==> config.mk <==
export PLATFORM = sky130hd
export DESIGN_NAME = tcm_port_arb
export DESIGN_NICKNAME = d
export VERILOG_FILES = /design/src/rtl/tcm_port_arb.sv
export SDC_FILE = /design/constraint.sdc
export NUM_CORES = 1
export LEC_CHECK = 0
export ABC_AREA = 1
export BUFFER_PORTS_ARGS = -buffer_cell sky130_fd_sc_hd__buf_2
export CAP_MARGIN = 20
export CELL_PAD_IN_SITES_DETAIL_PLACEMENT = 1
export CELL_PAD_IN_SITES_GLOBAL_PLACEMENT = 1
export CORE_UTILIZATION = 16
export DETAILED_ROUTE_END_ITERATION = 16
export PLACE_DENSITY = 0.92
export SLEW_MARGIN = 10
export SYNTH_ARGS = -nofsm -noshare
export SYNTH_HDL_FRONTEND = slang
export SYNTH_SLANG_ARGS = --single-unit
export TNS_END_PERCENT = 1
==> constraint.sdc <==
create_clock -name clk_i -period 1.5 [get_ports clk_i]
set_input_delay 0.15 -clock clk_i [delete_from_list [all_inputs] [get_ports clk_i]]
set_output_delay 0.15 -clock clk_i [all_outputs]
set_load 0.01 [all_outputs]
==> src/rtl/tcm_port_arb.sv <==
`default_nettype none
// ============================================================================
//  Module      : tcm_port_arb
//  Description : Shares one single-port synchronous TCM SRAM between the core
//                instruction-fetch port and data port. Grants one access per
//                cycle (data first), returns the 1-cycle-latency read data and
//                request tag, and flags out-of-range addresses.
//                Optional build macro TCM_ARB_STARVE_GUARD_EN adds a counter
//                that lets a starved ifetch win after MAX_WAIT denied cycles.
//  Revision    : 1.0  initial release
// ============================================================================
module tcm_port_arb #(
  parameter int ADDR_W   = 16,
  parameter int MAX_WAIT = 4
) (
  input  logic              clk_i,
  input  logic              rst_ni,
  // instruction fetch port
  input  logic              mem_i_rd_i,
  input  logic [31:0]       mem_i_pc_i,
  output logic              mem_i_accept_o,
  output logic              mem_i_valid_o,
  output logic              mem_i_error_o,
  output logic [31:0]       mem_i_inst_o,
  // data port
  input  logic              mem_d_rd_i,
  input  logic [3:0]        mem_d_wr_i,
  input  logic              mem_d_cmo_i,
  input  logic [31:0]       mem_d_addr_i,
  input  logic [31:0]       mem_d_data_wr_i,
  input  logic [10:0]       mem_d_req_tag_i,
  output logic              mem_d_accept_o,
  output logic              mem_d_ack_o,
  output logic              mem_d_error_o,
  output logic [31:0]       mem_d_data_rd_o,
  output logic [10:0]       mem_d_resp_tag_o,
  // SRAM port
  output logic              ram_en_o,
  output logic [3:0]        ram_we_o,
  output logic [ADDR_W-3:0] ram_addr_o,
  output logic [31:0]       ram_wdata_o,
  input  logic [31:0]       ram_rdata_i
);

  // --------------------------------------------------------------------------
  // Request decode
  // --------------------------------------------------------------------------
  logic w_d_is_wr;
  logic w_d_req;
  logic w_d_is_rd;
  logic w_i_prio;
  logic w_grant_d;
  logic w_grant_i;
  logic [31:0] w_addr;
  logic w_in_range;
  logic w_sram_op;

  assign w_d_is_wr = |mem_d_wr_i;
  assign w_d_req   = mem_d_rd_i | w_d_is_wr | mem_d_cmo_i;
  // a write with the read flag also set is treated as a write only
  assign w_d_is_rd = mem_d_rd_i & ~w_d_is_wr;

`ifdef TCM_ARB_STARVE_GUARD_EN
  localparam int c_CNT_W = $clog2(MAX_WAIT + 1);
  localparam logic [c_CNT_W-1:0] c_WAIT_MAX = c_CNT_W'(MAX_WAIT);
  localparam logic [c_CNT_W-1:0] c_CNT_ONE  = c_CNT_W'(1);

  logic [c_CNT_W-1:0] wait_cnt_q;
  logic [c_CNT_W-1:0] wait_cnt_d;

  // Count consecutive cycles a pending ifetch was refused; saturate at the limit
  always_comb begin
    wait_cnt_d = '0;
    if (mem_i_rd_i && !w_grant_i) begin
      wait_cnt_d = (wait_cnt_q == c_WAIT_MAX) ? wait_cnt_q : (wait_cnt_q + c_CNT_ONE);
    end
  end

  // Starvation counter register
  always_ff @(posedge clk_i) begin
    if (!rst_ni) begin
      wait_cnt_q <= '0;
    end else begin
      wait_cnt_q <= wait_cnt_d;
    end
  end

  assign w_i_prio = (wait_cnt_q == c_WAIT_MAX);
`else
  assign w_i_prio = 1'b0;
`endif

  // --------------------------------------------------------------------------
  // Arbitration: data wins unless a starved ifetch has been promoted.
  // Grants are masked while reset is held so nothing is issued during reset.
  // --------------------------------------------------------------------------
  assign w_grant_d = rst_ni & w_d_req & ~(w_i_prio & mem_i_rd_i);
  assign w_grant_i = rst_ni & mem_i_rd_i & ~w_grant_d;

  assign mem_d_accept_o = w_grant_d;
  assign mem_i_accept_o = w_grant_i;

  assign w_addr     = w_grant_d ? mem_d_addr_i : mem_i_pc_i;
  assign w_in_range = (w_addr[31:ADDR_W] == '0);
  // cache-maintenance ops are acknowledged without touching the SRAM
  assign w_sram_op  = w_grant_i | (w_grant_d & (w_d_is_wr | mem_d_rd_i));

  // Drive the SRAM request for the granted access; idle outputs stay at zero
  always_comb begin
    ram_en_o    = 1'b0;
    ram_we_o    = 4'b0000;
    ram_addr_o  = '0;
    ram_wdata_o = 32'h0;
    if (w_sram_op && w_in_range) begin
      ram_en_o   = 1'b1;
      ram_addr_o = w_addr[ADDR_W-1:2];
      if (w_grant_d && w_d_is_wr) begin
        ram_we_o    = mem_d_wr_i;
        ram_wdata_o = mem_d_data_wr_i;
      end
    end
  end

  // Byte-offset bits of the address are deliberately ignored
  logic unused_addr_lsb;
  assign unused_addr_lsb = ^w_addr[1:0];

  // --------------------------------------------------------------------------
  // Response slot: one entry, filled on every grant, emitted the next cycle
  // --------------------------------------------------------------------------
  logic        rsp_valid_q, rsp_valid_d;
  logic        rsp_src_q,   rsp_src_d;     // 1 = data port, 0 = ifetch
  logic        rsp_err_q,   rsp_err_d;
  logic        rsp_rdat_q,  rsp_rdat_d;    // response carries SRAM read data
  logic [10:0] rsp_tag_q,   rsp_tag_d;

  // Capture what the next-cycle response must look like
  always_comb begin
    rsp_valid_d = w_grant_d | w_grant_i;
    rsp_src_d   = w_grant_d;
    rsp_err_d   = (w_grant_d | w_grant_i) & ~w_in_range;
    rsp_rdat_d  = w_in_range & (w_grant_i | (w_grant_d & w_d_is_rd));
    rsp_tag_d   = w_grant_d ? mem_d_req_tag_i : 11'h0;
  end

  // Response slot register; reset drops any pending response
  always_ff @(posedge clk_i) begin
    if (!rst_ni) begin
      rsp_valid_q <= 1'b0;
      rsp_src_q   <= 1'b0;
      rsp_err_q   <= 1'b0;
      rsp_rdat_q  <= 1'b0;
      rsp_tag_q   <= 11'h0;
    end else begin
      rsp_valid_q <= rsp_valid_d;
      rsp_src_q   <= rsp_src_d;
      rsp_err_q   <= rsp_err_d;
      rsp_rdat_q  <= rsp_rdat_d;
      rsp_tag_q   <= rsp_tag_d;
    end
  end

  // --------------------------------------------------------------------------
  // Response outputs. Held low while reset is asserted so that a response
  // captured in the cycle before reset never reaches the core.
  // --------------------------------------------------------------------------
  logic w_rsp_i;
  logic w_rsp_d;

  assign w_rsp_i = rst_ni & rsp_valid_q & ~rsp_src_q;
  assign w_rsp_d = rst_ni & rsp_valid_q &  rsp_src_q;

  // Route read data straight from the SRAM to whichever port owns the slot
  always_comb begin
    mem_i_valid_o    = w_rsp_i;
    mem_i_error_o    = w_rsp_i & rsp_err_q;
    mem_i_inst_o     = (w_rsp_i & rsp_rdat_q) ? ram_rdata_i : 32'h0;
    mem_d_ack_o      = w_rsp_d;
    mem_d_error_o    = w_rsp_d & rsp_err_q;
    mem_d_data_rd_o  = (w_rsp_d & rsp_rdat_q) ? ram_rdata_i : 32'h0;
    mem_d_resp_tag_o = w_rsp_d ? rsp_tag_q : 11'h0;
  end

endmodule
`default_nettype wire
# [Word level (Yosys, flattened, before mapping)]
# Index checks and enable logic that the tools add are counted.
# W data, S select, Z words.
[word_totals] regBits=15 in_bits=148 output_inout_bits=132 word_cells=44
[op_classes] muxes=10 n_bitwise=24 n_reduce_logical=5
[ops] op="$mux W32" n=5
[ops] op="$logic_not A16 Y1" n=1
[ops] op="$and A1 B1 Y1" n=15
[ops] op="$mux W14" n=1
[ops] op="$mux W11" n=1
[ops] op="$mux W4" n=2
[ops] op="$or A1 B1 Y1" n=5
[ops] op="$not A1 Y1" n=4
[ops] op="$reduce_or A4 Y1" n=1
[ops] op="$logic_and A1 B1 Y1" n=2
[ops] op="$reduce_and A2 Y1" n=1
[ops] op="$mux W1" n=1

# [Longest topological paths before layout]
# Gate-level depths: netlist of run 1.
[depth] ltp_word=9 depth_mapped=10

# [Worst setup path before layout of run 1]
# No wires, ideal clock.
[synth_path] kind="register -> output" start="register rsp_valid_q" end="output mem_i_inst_o[10]" arrival_time_ns=1.275 slack_ns=0.075 stages_incl_launch_ff=6 cell_sequence="dfxtp_1 inv_1 nor3_1 nand2_1 clkbuf_1 nor2_1"
[synth_via] elab_chain_cells=4
[synth_lines] element="from (decl)" line_no="131" text="logic rsp_valid_q, rsp_valid_d;"
[synth_lines] element="from (signal assigned)" line_no="155" text="rsp_valid_q <= rsp_valid_d;"
[synth_lines] element="$and A1 B1 Y1 (2 in series)" line_no="170" text="assign w_rsp_i = rst_ni & rsp_valid_q & ~rsp_src_q;"
[synth_lines] element="via mem_i_valid_o" line_no="22" text="output logic mem_i_valid_o,"
[synth_lines] element="$and A1 B1 Y1" line_no="177" text="mem_i_inst_o = (w_rsp_i & rsp_rdat_q) ? ram_rdata_i : 32'h0;"
[synth_lines] element="$mux W32" line_no="177"
[synth_lines] element="to (decl)" line_no="24" text="output logic [31:0] mem_i_inst_o,"
# The timed path passes the listed nets, and every way through them passes these cells.

# [Worst setup path in the final report of run 1]
[layout_path] start="input mem_d_wr_i[2]" end="output ram_wdata_o[29]"
[layout_via] elab_chain_cells=9 elab_cells_between_ends=14 cone_classes="mux (3); bitwise (7); reduce/logical (4)"
[layout_lines] element="from (decl)" line_no="27" text="input logic [3:0] mem_d_wr_i,"
[layout_lines] element="$reduce_or A4 Y1 *" line_no="58" text="assign w_d_is_wr = |mem_d_wr_i;"
[layout_lines] element="branches (longest 7 deep; another with $mux W32)"
[layout_lines] element="$mux W32 *" line_no="114" text="if (w_sram_op && w_in_range) begin"
[layout_lines] element="to (decl)" line_no="41" text="output logic [31:0] ram_wdata_o,"
# Every way passes the cells marked *.

==> impl_metrics.toml, run 1 <==
[placement]
dp_hpwl_mm = 8.16
dp_cells = 819
port_buffers = 275
place.gp.congestion = 0.770

[yosys]
synth_nets = 548
synthTopCellsByArea = "nor2_1 (29%), nand2_1 (19%), inv_1 (18%)"
synth.top_cell.area_share_pct = 29.5
yosysUniqueCellTypes = 19
seq_area_frac_synth_pct = 15.9
syn_area_per_cell_um2 = 4.71
ys_seq_elements = 15
synth_top_cell_by_area = "nor2_1"
syn-cell-area_um2 = 1880
synthCells = 400
ys_warn_count = 0

[setup_path]
crit_path_max_fanout = 8
slowest_stage = "nor2_4"
slowest_delay_ps = 160
arrival_ps = 1380
end_kind = "output pin"
cp_top_family = "simple AND/OR/NAND/NOR gates"
startpoint_type = "primary input"
path_buf_inv = 3
crit_chain = "buf_2 -> nor2_4 -> nand3_2 -> nor2_4 -> nor2_2 -> nand2_2 -> nand2_4 -> nand2_8 -> clkbuf_16 -> nor2_1 -> buf_2"
critPathKind = "primary input to output pin"
cp.required_ps = 1350

[hold_path]
holdPathEnd = "rsp_tag_q[1]"
hold_depth = 3
worstHoldStart = "mem_d_req_tag_i[1]"
hold_class = "primary input to register"

[cts]
numCtsBuffers = 3
cts_tree = "yes"
cts_root_buf = "clkbuf_16"
clock-sinks = 15
clockBufferDepth = 2
htreeDepth = 1
path_clk_slew_ps = 50
postCtsHoldBufs = 0

[grt]
antenna_found_initial = 0
grt_use_total_pct = 15.1
first_global_vias = 3131
gr-total-overflow = 0
grt_start_max_net_pins = 34
grt_pass1_wl_mm = 15.2

[floorplanning]
die-area_um2 = 12200
core_um2 = 11500
io-pin-count = 280
die_x_um = 111
initial_core_util_pct = 16.4
rows = 39
die_y_um = 111

[run_status]
violations = "setup timing"
outcome = "finished with violations"

[cells_and_area]
drive_gt1_share_pct = 49.9
layout_commonest_cell = "buf_2"
fin_nets = 834
antennaDiodeCount = 0
final_cells = 828
mostFrequentLayoutCells = "buf_2 (274), nor2_1 (135), nand2_1 (95)"
area_growth_pct = 103
fill_cells = 1617

[power_and_ir_drop]
clkPwrFrac_pct = 35.7
seqPwrFrac_pct = 29.8
power_leakage_nw = 2.66
switching_power_mw = 0.416
p_int_mw = 1.02
p_total_mw = 1.44
switching_share_pct = 28.9
ir_drop_mv = 0.312
pwr-share-comb_pct = 34.5
power_density_nw_per_um2 = 377

[sta]
hold_ws_ps = 118
timing.fmax_mhz = 652
finalMaxSlewViolations = 0
layout_setup_ws_ps = -34.8
period_minus_slack_ps = 1530
worstMarginPinSlew_ps = 290
fin_crit_sh_pct = 102
setup_viol = 62
finalHoldViolations = 0
slew_headroom_pct = 80.6
grt_setup_unrepaired = "true"

[detailed_routing]
via_per_inst = 3.92
wirelength_mm = 9.79
drc = 0
dr.pass1.iters = 4
postRouteAntennaNets = 0
via_count = 3247
drt_iter0_markers = 118
wire_per_inst_um = 11.8

[job]
maxCapViolations = 0
## area by class of cell
cell class | count | area, um^2 | area share [%]
clock buffers | 4 | 78.8 | 2.06
repair buffers | 300 | 1690 | 44.2
well taps | 143 | 179 | 4.68
repair inverters | 1 | 7.51 | 0.196
inverters | 92 | 349 | 9.13
flip-flops and latches | 15 | 303 | 7.92
multi-input cells | 273 | 1220 | 31.8
## per-stage QoR
stage	area, um^2	utilization [%]	setup WS, ps	setup TNS [ps]
final	3820	33.3	-34.8	-1070
after global routing	3820	33.3	-137	-11630
after CTS	3680	32.1	-62.1	-2430
after detailed placement	3530	30.8	-175	-8360
after global placement	3530	30.8	-131	-6110
after floorplan	1880	-	75.3	0
## kinds of logic after synthesis
group                  count (synthesis)  synth area share (%)
and+or+nand+nor                      269                  57.6
AOI/OAI and AO/OA                      4                  1.06
buffers and inverters                112                  25.4
DFF                                   15                  15.9
## metal layers
layer / GRT usage (%) / share of wire (%) / vias up / routed length [um]
met2: 30.2 / 53 / 155 / 5200
met4: 1.96 / 0.58 / 0 / 57
met5: 0 / 0 / - / 0
met3: 2.91 / 6.8 / 6 / 664
met1: 16.4 / 39 / 1409 / 3860
li1: - / - / 1677 / -
## registers in the layout, summed over array words and instances (netlist names)
register and cells:
rsp_src_q 1, rsp_valid_q 1, rsp_rdat_q 1, rsp_err_q 1, rsp_tag_q 11
## synth_stat cells (all sizes together)
| library cell | count |
|---|---|
| a21oi | 3 |
| and2 | 4 |
| buf | 12 |
| clkbuf | 8 |
| dfxtp | 15 |
| inv | 92 |
| nand2 | 101 |
| nand3 | 1 |
| nand4 | 1 |
| nor2 | 158 |
| nor3 | 3 |
| nor4 | 1 |
| o21ai | 1 |
## worst max-delay path by stage
stage / start / to / slack (ps) / cells after the start
floorplan: rsp_valid_q / mem_i_inst_o[10] / 80 / 5
global placement: mem_d_wr_i[0] / ram_wdata_o[17] / -130 / 11
detailed placement: mem_d_wr_i[0] / ram_addr_o[8] / -180 / 11
CTS: mem_d_wr_i[3] / ram_wdata_o[26] / -60 / 11
global route: mem_d_wr_i[2] / ram_wdata_o[29] / -140 / 11
finish: mem_d_wr_i[2] / ram_wdata_o[29] / -30 / 11
## power groups by stage
stage	Clock (mW)	Combinational, mW	Sequential (mW)
floorplan	0	0.197	0.433
global placement	0	0.466	0.434
detailed placement	0	0.479	0.435
CTS	0.525	0.494	0.429
global route	0.549	0.565	0.431
finish	0.513	0.497	0.429
## worst min-delay path, delay by kind of cell
family / cells / cell delay, ps
simple gates: 1 / 30
buf+inv: 2 / 130
## timing repair
| item | 4_1_cts | 5_1_grt |
|---|---|---|
| endpoints found under the hold margin | 0 | 0 |
| setup endpoints to repair | 118 | 127 |
| setup buffers | 0 | 1 |
| resized for setup | 19 | 19 |
| cloned | 1 | 3 |
| pin swaps | 3 | 5 |
(Power assumes the default switching activity.)
==> run 2: changes to the inputs <==
--- a/config.mk
+++ b/config.mk
@@ -10,9 +10,10 @@
 export CAP_MARGIN = 20
 export CELL_PAD_IN_SITES_DETAIL_PLACEMENT = 1
 export CELL_PAD_IN_SITES_GLOBAL_PLACEMENT = 1
+export CORE_ASPECT_RATIO = 0.5
 export CORE_UTILIZATION = 16
 export DETAILED_ROUTE_END_ITERATION = 16
-export PLACE_DENSITY = 0.92
+export PLACE_DENSITY = 0.84
 export SLEW_MARGIN = 10
 export SYNTH_ARGS = -nofsm -noshare
 export SYNTH_HDL_FRONTEND = slang
==> impl_metrics.toml, run 2 (synthesis results as in run 1) <==
[run_status]
outcome = "finished with violations"
violations = "setup timing"

[setup_path]
end_kind = "output pin"
cp.required_ps = 1350
slowest_delay_ps = 170
crit_start = "mem_d_addr_i[23]"
worstSetupPathDepth = 13
cp_top_family = "simple AND/OR/NAND/NOR gates"
startpoint_type = "primary input"
cp-endpoint = "ram_wdata_o[27]"
crit_path_max_fanout = 7
arrival_ps = 1510
crit_chain = "buf_2 -> inv_2 -> nand2_1 -> nor2_2 -> nand2_1 -> nor2_2 -> nand2_2 -> nand2_4 -> nand2_4 -> buf_6 -> buf_12 -> nor2_1 -> buf_2"
path_buf_inv = 5
slowest_stage = "nor2_2"
critPathKind = "primary input to output pin"

[floorplanning]
die_y_um = 78.7
initial_core_util_pct = 16.8
io-pin-count = 280
core_um2 = 11200
die-area_um2 = 12200
rows = 27
die_x_um = 155

[cts]
clockBufferDepth = 2
cts_root_buf = "clkbuf_16"
clock-sinks = 15
path_clk_slew_ps = 50
cts_tree = "yes"
htreeDepth = 1
postCtsHoldBufs = 0
numCtsBuffers = 3

[placement]
dp_hpwl_mm = 8.53
place.gp.congestion = 0.799
pre_cts_slack_ps = -201
port_buffers = 275

[sta]
timing.fmax_mhz = 603
finalHoldViolations = 0
slew_headroom_pct = 82.5
grt_setup_unrepaired = "true"
fin_crit_sh_pct = 111
setup_viol = 89
worstMarginPinSlew_ps = 261
period_minus_slack_ps = 1660
layout_setup_ws_ps = -159
finalMaxSlewViolations = 0

[cells_and_area]
drive_gt1_share_pct = 58.0
fill_cells = 1571
layout_commonest_cell = "buf_2"
largest-register = "rsp_tag_q"
fin_nets = 847
largest_reg_flops = 11
mostFrequentLayoutCells = "buf_2 (259), nor2_1 (97), nand2_1 (94)"
antennaDiodeCount = 0
area_growth_pct = 123

[grt]
gr-total-overflow = 0
grt_pass1_wl_mm = 16.5
first_global_vias = 3453
grt_use_total_pct = 16.8
grt_start_max_net_pins = 33
antenna_found_initial = 0

[detailed_routing]
dr.pass1.iters = 4
wire_per_inst_um = 13.1
wirelength_mm = 11.2
postRouteAntennaNets = 0
via_count = 3362
via_per_inst = 3.92
drt_iter0_markers = 88
drc = 0

[power_and_ir_drop]
ir_drop_mv = 0.309
power_leakage_nw = 2.76
p_total_mw = 1.49
power_density_nw_per_um2 = 356

[hold_path]
hold_class = "primary input to register"

[job]
maxCapViolations = 0
run 2: cell types whose count changed in the layout (fill, tap and decap cells not counted), moves of 7 or more:
cell    delta
buf_2     -15
buf_4      +8
buf_6     +21
inv_1      -9
inv_2      +9
nor2_1    -38
nor2_2    +31
nor2_4     +7
run 2: power breakdown:
group          switching, mW  total, mW  internal (mW)
Sequential           0.00707      0.429          0.422
Clock                  0.167      0.524          0.356
Combinational          0.285      0.542          0.257
run 2: worst min path at each step:
stage,startpoint,to,cells past startpoint
after floorplan,mem_d_req_tag_i[0],rsp_tag_q[0],2
after global placement,mem_d_req_tag_i[1],rsp_tag_q[1],3
after detailed placement,mem_d_req_tag_i[9],rsp_tag_q[9],3
after CTS,mem_d_req_tag_i[9],rsp_tag_q[9],3
after global routing,mem_d_req_tag_i[9],rsp_tag_q[9],3
final,mem_d_req_tag_i[9],rsp_tag_q[9],3
run 2: through the flow:
step                instances  TNS [ps]  hold slack [ps]  util (%)  area [um^2]
floorplan                 400         0              262         -         1880
global route              857    -15890              118      37.4         4200
global placement          830     -4110              367      31.2         3500
CTS                       852     -6490              114      34.7         3890
finish                    857     -4870              114      37.4         4200
detailed placement        830     -8280              375      31.2         3500
run 2: timing repair:
item	in CTS	in global routing
setup endpoints to repair	125	127
gates resized for setup	39	80
setup buffers	16	3
pin swaps	10	21
cloned	2	2
run 2: layout make-up:
type	instances	area, um^2	share of cell area [%]
Clock buffer	3	75.1	1.79
Clock inverter	1	5.00	0.119
Inverter	92	349	8.31
Multi-Input combinational cell	273	1350	32.1
Sequential cell	15	303	7.21
Tap cell	159	199	4.74
Timing Repair Buffer	313	1910	45.5
Timing Repair inverter	1	7.51	0.179
run 2: metal layers:
metal | vias up | track usage (%) | part of all wire, %
li1 | 1698 | - | -
met3 | 28 | 1.80 | 3.5
met2 | 102 | 35.0 | 56
met1 | 1534 | 17.2 | 38
met4 | 0 | 6.37 | 3.0
met5 | - | 0 | 0
run 2: worst min-delay path: cells and delay by family:
family | cells | cell delay, ps
buffers and inverters | 2 | 130
and+or+nand+nor | 1 | 30
